**config.mk**
```make
export PLATFORM = sky130hd
export DESIGN_NAME = multy_table_seq
export DESIGN_NICKNAME = d
export VERILOG_FILES = /design/src/rtl/multy_table_seq.sv
export SDC_FILE = /design/constraint.sdc
export NUM_CORES = 1
export LEC_CHECK = 0
export CAP_MARGIN = 20
export CORE_ASPECT_RATIO = 1.5
export CORE_UTILIZATION = 45
export CTS_CLUSTER_SIZE = 24
export DETAILED_ROUTE_END_ITERATION = 7
export PLACE_DENSITY = 0.72
export SLEW_MARGIN = 20
export SYNTH_ARGS = -nofsm -noshare
export SYNTH_HDL_FRONTEND = slang
export SYNTH_SLANG_ARGS = --single-unit
```
**constraint.sdc**
```tcl
create_clock -name clk -period 6.6 [get_ports clk]
set_clock_uncertainty 0.15 [all_clocks]
set_input_delay 1.32 -clock clk [delete_from_list [all_inputs] [get_ports clk]]
set_output_delay 1.32 -clock clk [all_outputs]
set_load 0.01 [all_outputs]
```
**src/rtl/multy_table_seq.sv**
```systemverilog
// Builds the table k*val (k = 0..NUM_MULT-1) one entry per cycle with a single shared adder,
// then holds it under a valid/ready handshake until downstream takes it.
module multy_table_seq #(
  parameter int BW_XCOS  = 16,
  parameter int NUM_MULT = 19
) (
  input  logic                         clk,
  input  logic                         rst_n,
  input  logic                         flush,
  input  logic                         in_valid,
  output logic                         in_ready,
  input  logic [BW_XCOS-1:0]           val_in,
  output logic                         out_valid,
  input  logic                         out_ready,
  output logic                         busy,
  output logic [NUM_MULT*BW_XCOS-1:0]  tab_out
);

  localparam int IW = $clog2(NUM_MULT);
  localparam logic [IW-1:0] LAST_IDX = IW'(NUM_MULT - 1);

  typedef enum logic [1:0] {IDLE, ACC, DONE} state_t;

  state_t               state_q, state_d;
  logic [IW-1:0]        idx_q, idx_d;
  logic [BW_XCOS-1:0]   acc_q, acc_d;
  logic [BW_XCOS-1:0]   val_q, val_d;
  logic [BW_XCOS-1:0]   tab_q [NUM_MULT];
  logic [BW_XCOS-1:0]   tab_d [NUM_MULT];
  logic                 in_ready_q, in_ready_d;
  logic                 out_valid_q, out_valid_d;
  logic                 busy_q, busy_d;

  always_comb begin
    state_d = state_q;
    idx_d   = idx_q;
    acc_d   = acc_q;
    val_d   = val_q;
    tab_d   = tab_q;

    case (state_q)
      IDLE: begin
        if (in_valid) begin
          val_d   = val_in;
          acc_d   = '0;
          idx_d   = '0;
          state_d = ACC;
        end
      end
      ACC: begin
        // acc holds idx*val when entry idx is written; wraps modulo 2^BW_XCOS
        tab_d[idx_q] = acc_q;
        acc_d        = acc_q + val_q;
        if (idx_q == LAST_IDX) begin
          state_d = DONE;
        end else begin
          idx_d = idx_q + 1'b1;
        end
      end
      DONE: begin
        if (out_ready) begin
          state_d = IDLE;
        end
      end
      default: state_d = IDLE;
    endcase

    // Abort leaves the table contents in place; only the handshake state is dropped.
    if (flush) begin
      state_d = IDLE;
      idx_d   = '0;
    end

    in_ready_d  = (state_d == IDLE);
    out_valid_d = (state_d == DONE);
    busy_d      = (state_d != IDLE);
  end

  always_ff @(posedge clk or negedge rst_n) begin
    if (!rst_n) begin
      state_q     <= IDLE;
      idx_q       <= '0;
      acc_q       <= '0;
      val_q       <= '0;
      in_ready_q  <= 1'b1;
      out_valid_q <= 1'b0;
      busy_q      <= 1'b0;
      for (int k = 0; k < NUM_MULT; k++) begin
        tab_q[k] <= '0;
      end
    end else begin
      state_q     <= state_d;
      idx_q       <= idx_d;
      acc_q       <= acc_d;
      val_q       <= val_d;
      in_ready_q  <= in_ready_d;
      out_valid_q <= out_valid_d;
      busy_q      <= busy_d;
      for (int k = 0; k < NUM_MULT; k++) begin
        tab_q[k] <= tab_d[k];
      end
    end
  end

  assign in_ready  = in_ready_q;
  assign out_valid = out_valid_q;
  assign busy      = busy_q;

  for (genvar gi = 0; gi < NUM_MULT; gi++) begin : g_pack
    assign tab_out[gi*BW_XCOS +: BW_XCOS] = tab_q[gi];
  end

endmodule
```
==> impl_metrics.toml <==
[sta]
grt_setup_unrepaired = "no"
fin_tns_setup_ns = 0
max_freq_ghz = 0.327
drv_slew = 0
tightest_slew_ns = 1.08
setup_viol = 0
slew_headroom_pct = 27.9
hold_viol = 0
timing.final.crit_share_pct = 46.4
min_period_ns = 3.06

[clocking]
post_cts_resize_count = 0
cts_htree_levels = 2
post_cts_buffers = 0
cts.sinks = 346
path_clk_slew_ns = 0.06
clk_path_buf_depth = 3
clk_latency_ns = 0.52
root_buffer = "clkbuf_16"
cts_buffers = 34
cts.hold.buffers_added = 0
cts_tree = "done"

[synth]
synth_compound_area_share_pct = 3.83
ys_warn_count = 0
syn_avg_cell_area_um2 = 15.4
netlist_area_um2 = 14600
synth_area_leaders = "dfrtp_1 (59%), mux2_2 (15%), mux2_4 (11%), nand3_4 (1.8%), ha_1 (1.6%)"
synthXorXnorAreaFrac_pct = 0.420
synth_seq_area_share_pct = 59.3
synthAdderAreaFrac_pct = 1.76
ys_ff_latch = 346
ys_async_sr_fraction_pct = 100
syn-num-nets = 992
synth-edff-count = 0
synth_top_area_share_pct = 59.1
synth-main-ff-cell = "dfrtp_1"
synthCells = 951
yosysTopAreaCell = "dfrtp_1"
yosys.area_share.simple_pct = 5.27
synth_top_family_by_area = "multiplexers"
muxShareOfSynthArea_pct = 26.2
ys_types = 57

[die]
die_w_um = 149
start_util_pct = 45.9
row_count = 80
io_pins = 328
dieArea_um2 = 33200
fp.coreArea_um2 = 31800
die_y_um = 223

[min_path]
min_path_type = "flip-flop to flip-flop"
hold_start = "tab_out[145]$_DFFE_PN0P_"

[routing]
drtIter0Drc = 367
firstDrtPassIters = 5
routedWlPerCell_um = 23.1
wirelength_mm = 39.0
ant_nets = 0
route.detailed.drc = 0
vias_per_cell = 5.39
via_count = 9081

[setup_path]
critical_path_required_ns = 5.13
critPathMaxFanout = 1
critical_path_cell_count = 1
crit_chain = "clkdlybuf4s50_1"
worst_setup_path_start_kind = "flip-flop"
worst_path_max_delay_cell = "clkdlybuf4s50_1"
slowest_delay_ns = 0.55
path_buf_inv = 1
arrival_ns = 1.59
critical_path_class = "flip-flop to primary output"
ff2ff_path_depth = 4
crit_family = "buffers and inverters"
worstSetupEndpointType = "primary output"
ff2ff_setup_slack_ns = 3.60
r2r-end = "tab_out[253]$_DFFE_PN0P_"
worstSetupStartpoint = "in_ready$_DFF_PN1_"
crit_path_end = "in_ready"
reg2reg_from = "state_q[1]$_DFF_PN0_"

[power]
powerDensity_nw_per_um2 = 307
power.leakage_uw = 0.00913
total_power_uw = 5890
ir_drop_v = 0.000232

[cells_and_area]
drive_gt1_share_pct = 30.9
area_delta_synth_final_pct = 31.3
final_util_pct = 60.3
diodes = 0
final_nets = 1292

[placed_design]
dpl.hpwl_mm = 26.5
gp_congestion = 0.847
port_buffers = 327

[global_routing]
grt_start_max_net_pins = 122
grt_pass1_vias = 9307
grt-ovfl-total = 0
grt_pass1_wl_mm = 58.9
antenna_found_initial = 0
grtUsageTotal_pct = 23.8

[run]
cap_violations = 0

[status]
status = "finished clean"
==> flip-flops by register name, summed over array words and instances (netlist names) <==
name       count
out_valid      1
acc_q         16
state_q        2
busy           1
val_q         16
idx_q          5
in_ready       1
tab_out      304
==> cell usage after synthesis, types with 5 or more instances <==
cell type  number
mux2_4        104
nor2_1         10
nand3_1         8
nand2_1        38
buf_6          18
ha_1           19
o21ai_0        36
buf_4           8
clkbuf_1       37
a21oi_1        14
a21o_1          7
dfrtp_1       345
nand4_1         5
mux2_2        200
nand3_4        15
inv_1           9
==> layer usage <==
| metal | GRT usage [%] | routed length [um] | vias up |
|---|---|---|---|
| met4 | 9.32 | 1470 | 0 |
| met3 | 4.68 | 1990 | 77 |
| li1 | - | - | 3958 |
| met5 | 0 | 0 | - |
| met2 | 42.1 | 20700 | 299 |
| met1 | 28.1 | 14800 | 4747 |
==> stage by stage <==
stage | cell area [um^2] | hold slack (ns) | std cells | worst slack [ns]
final | 19200 | 0.328 | 1684 | 3.54
after global routing | 19200 | 0.357 | 1684 | 3.36
after CTS | 19200 | 0.333 | 1683 | 3.52
after detailed placement | 18000 | 0.319 | 1624 | 3.45
after global placement | 18000 | 0.314 | 1624 | 3.53
after floorplan | 14600 | 0.335 | 951 | 4.03
==> worst min-delay path by stage <==
| stage | end | slack, ns | cells after the start |
|---|---|---|---|
| floorplan | val_q[10]$_DFFE_PN0P_ | 0.33 | 1 |
| global placement | tab_out[177]$_DFFE_PN0P_ | 0.31 | 2 |
| detailed placement | tab_out[145]$_DFFE_PN0P_ | 0.32 | 2 |
| CTS | tab_out[65]$_DFFE_PN0P_ | 0.33 | 2 |
| global route | tab_out[145]$_DFFE_PN0P_ | 0.36 | 2 |
| finish | tab_out[145]$_DFFE_PN0P_ | 0.33 | 2 |
==> final cells by class <==
cell class                      count  area (um^2)
Fill cell                        2506        12600
Multi-Input combinational cell    527         5480
Sequential cell                   346         8660
Tap cell                          410          513
Timing Repair Buffer              333         3340
Inverter                            9         33.8
Clock inverter                     10          130
Clock buffer                       49         1030
==> placed cells by master (no fill, tap or decap), types with 3 or more instances in the layout <==
master / count
dfrtp_1: 345
clkdlybuf4s50_1: 326
mux2_2: 200
mux2_4: 104
nand2_1: 38
clkbuf_16: 37
o21ai_0: 36
ha_1: 19
nand3_4: 15
a21oi_1: 14
nor2_1: 10
inv_1: 9
nand3_1: 8
a21o_1: 7
clkbuf_8: 6
clkbuf_1: 6
nand4_1: 5
clkinv_2: 5
nor2_2: 4
nand2b_1: 4
nor3_1: 4
a31oi_1: 4
o211ai_1: 4
a211oi_1: 4
xor2_1: 4
buf_4: 4
nor3b_4: 3
o21bai_1: 3
nand3b_1: 3
xnor2_1: 3
bufinv_16: 3
==> power by group <==
| group | switching, uW | internal, uW |
|---|---|---|
| logic | 525 | 606 |
| clock network | 821 | 1200 |
| registers | 416 | 2320 |
| total | 1760 | 4130 |
==> cell families (layout without fill, tap and decap cells) <==
kind of cell,Yosys count,count (layout)
fa+ha+maj,20,20
simple gates,106,106
buf+inv,78,401
flops,346,346
mux,305,305
xor+xnor,7,7
compound gates,89,89
Note: power is estimated with default switching activity, not from simulation.
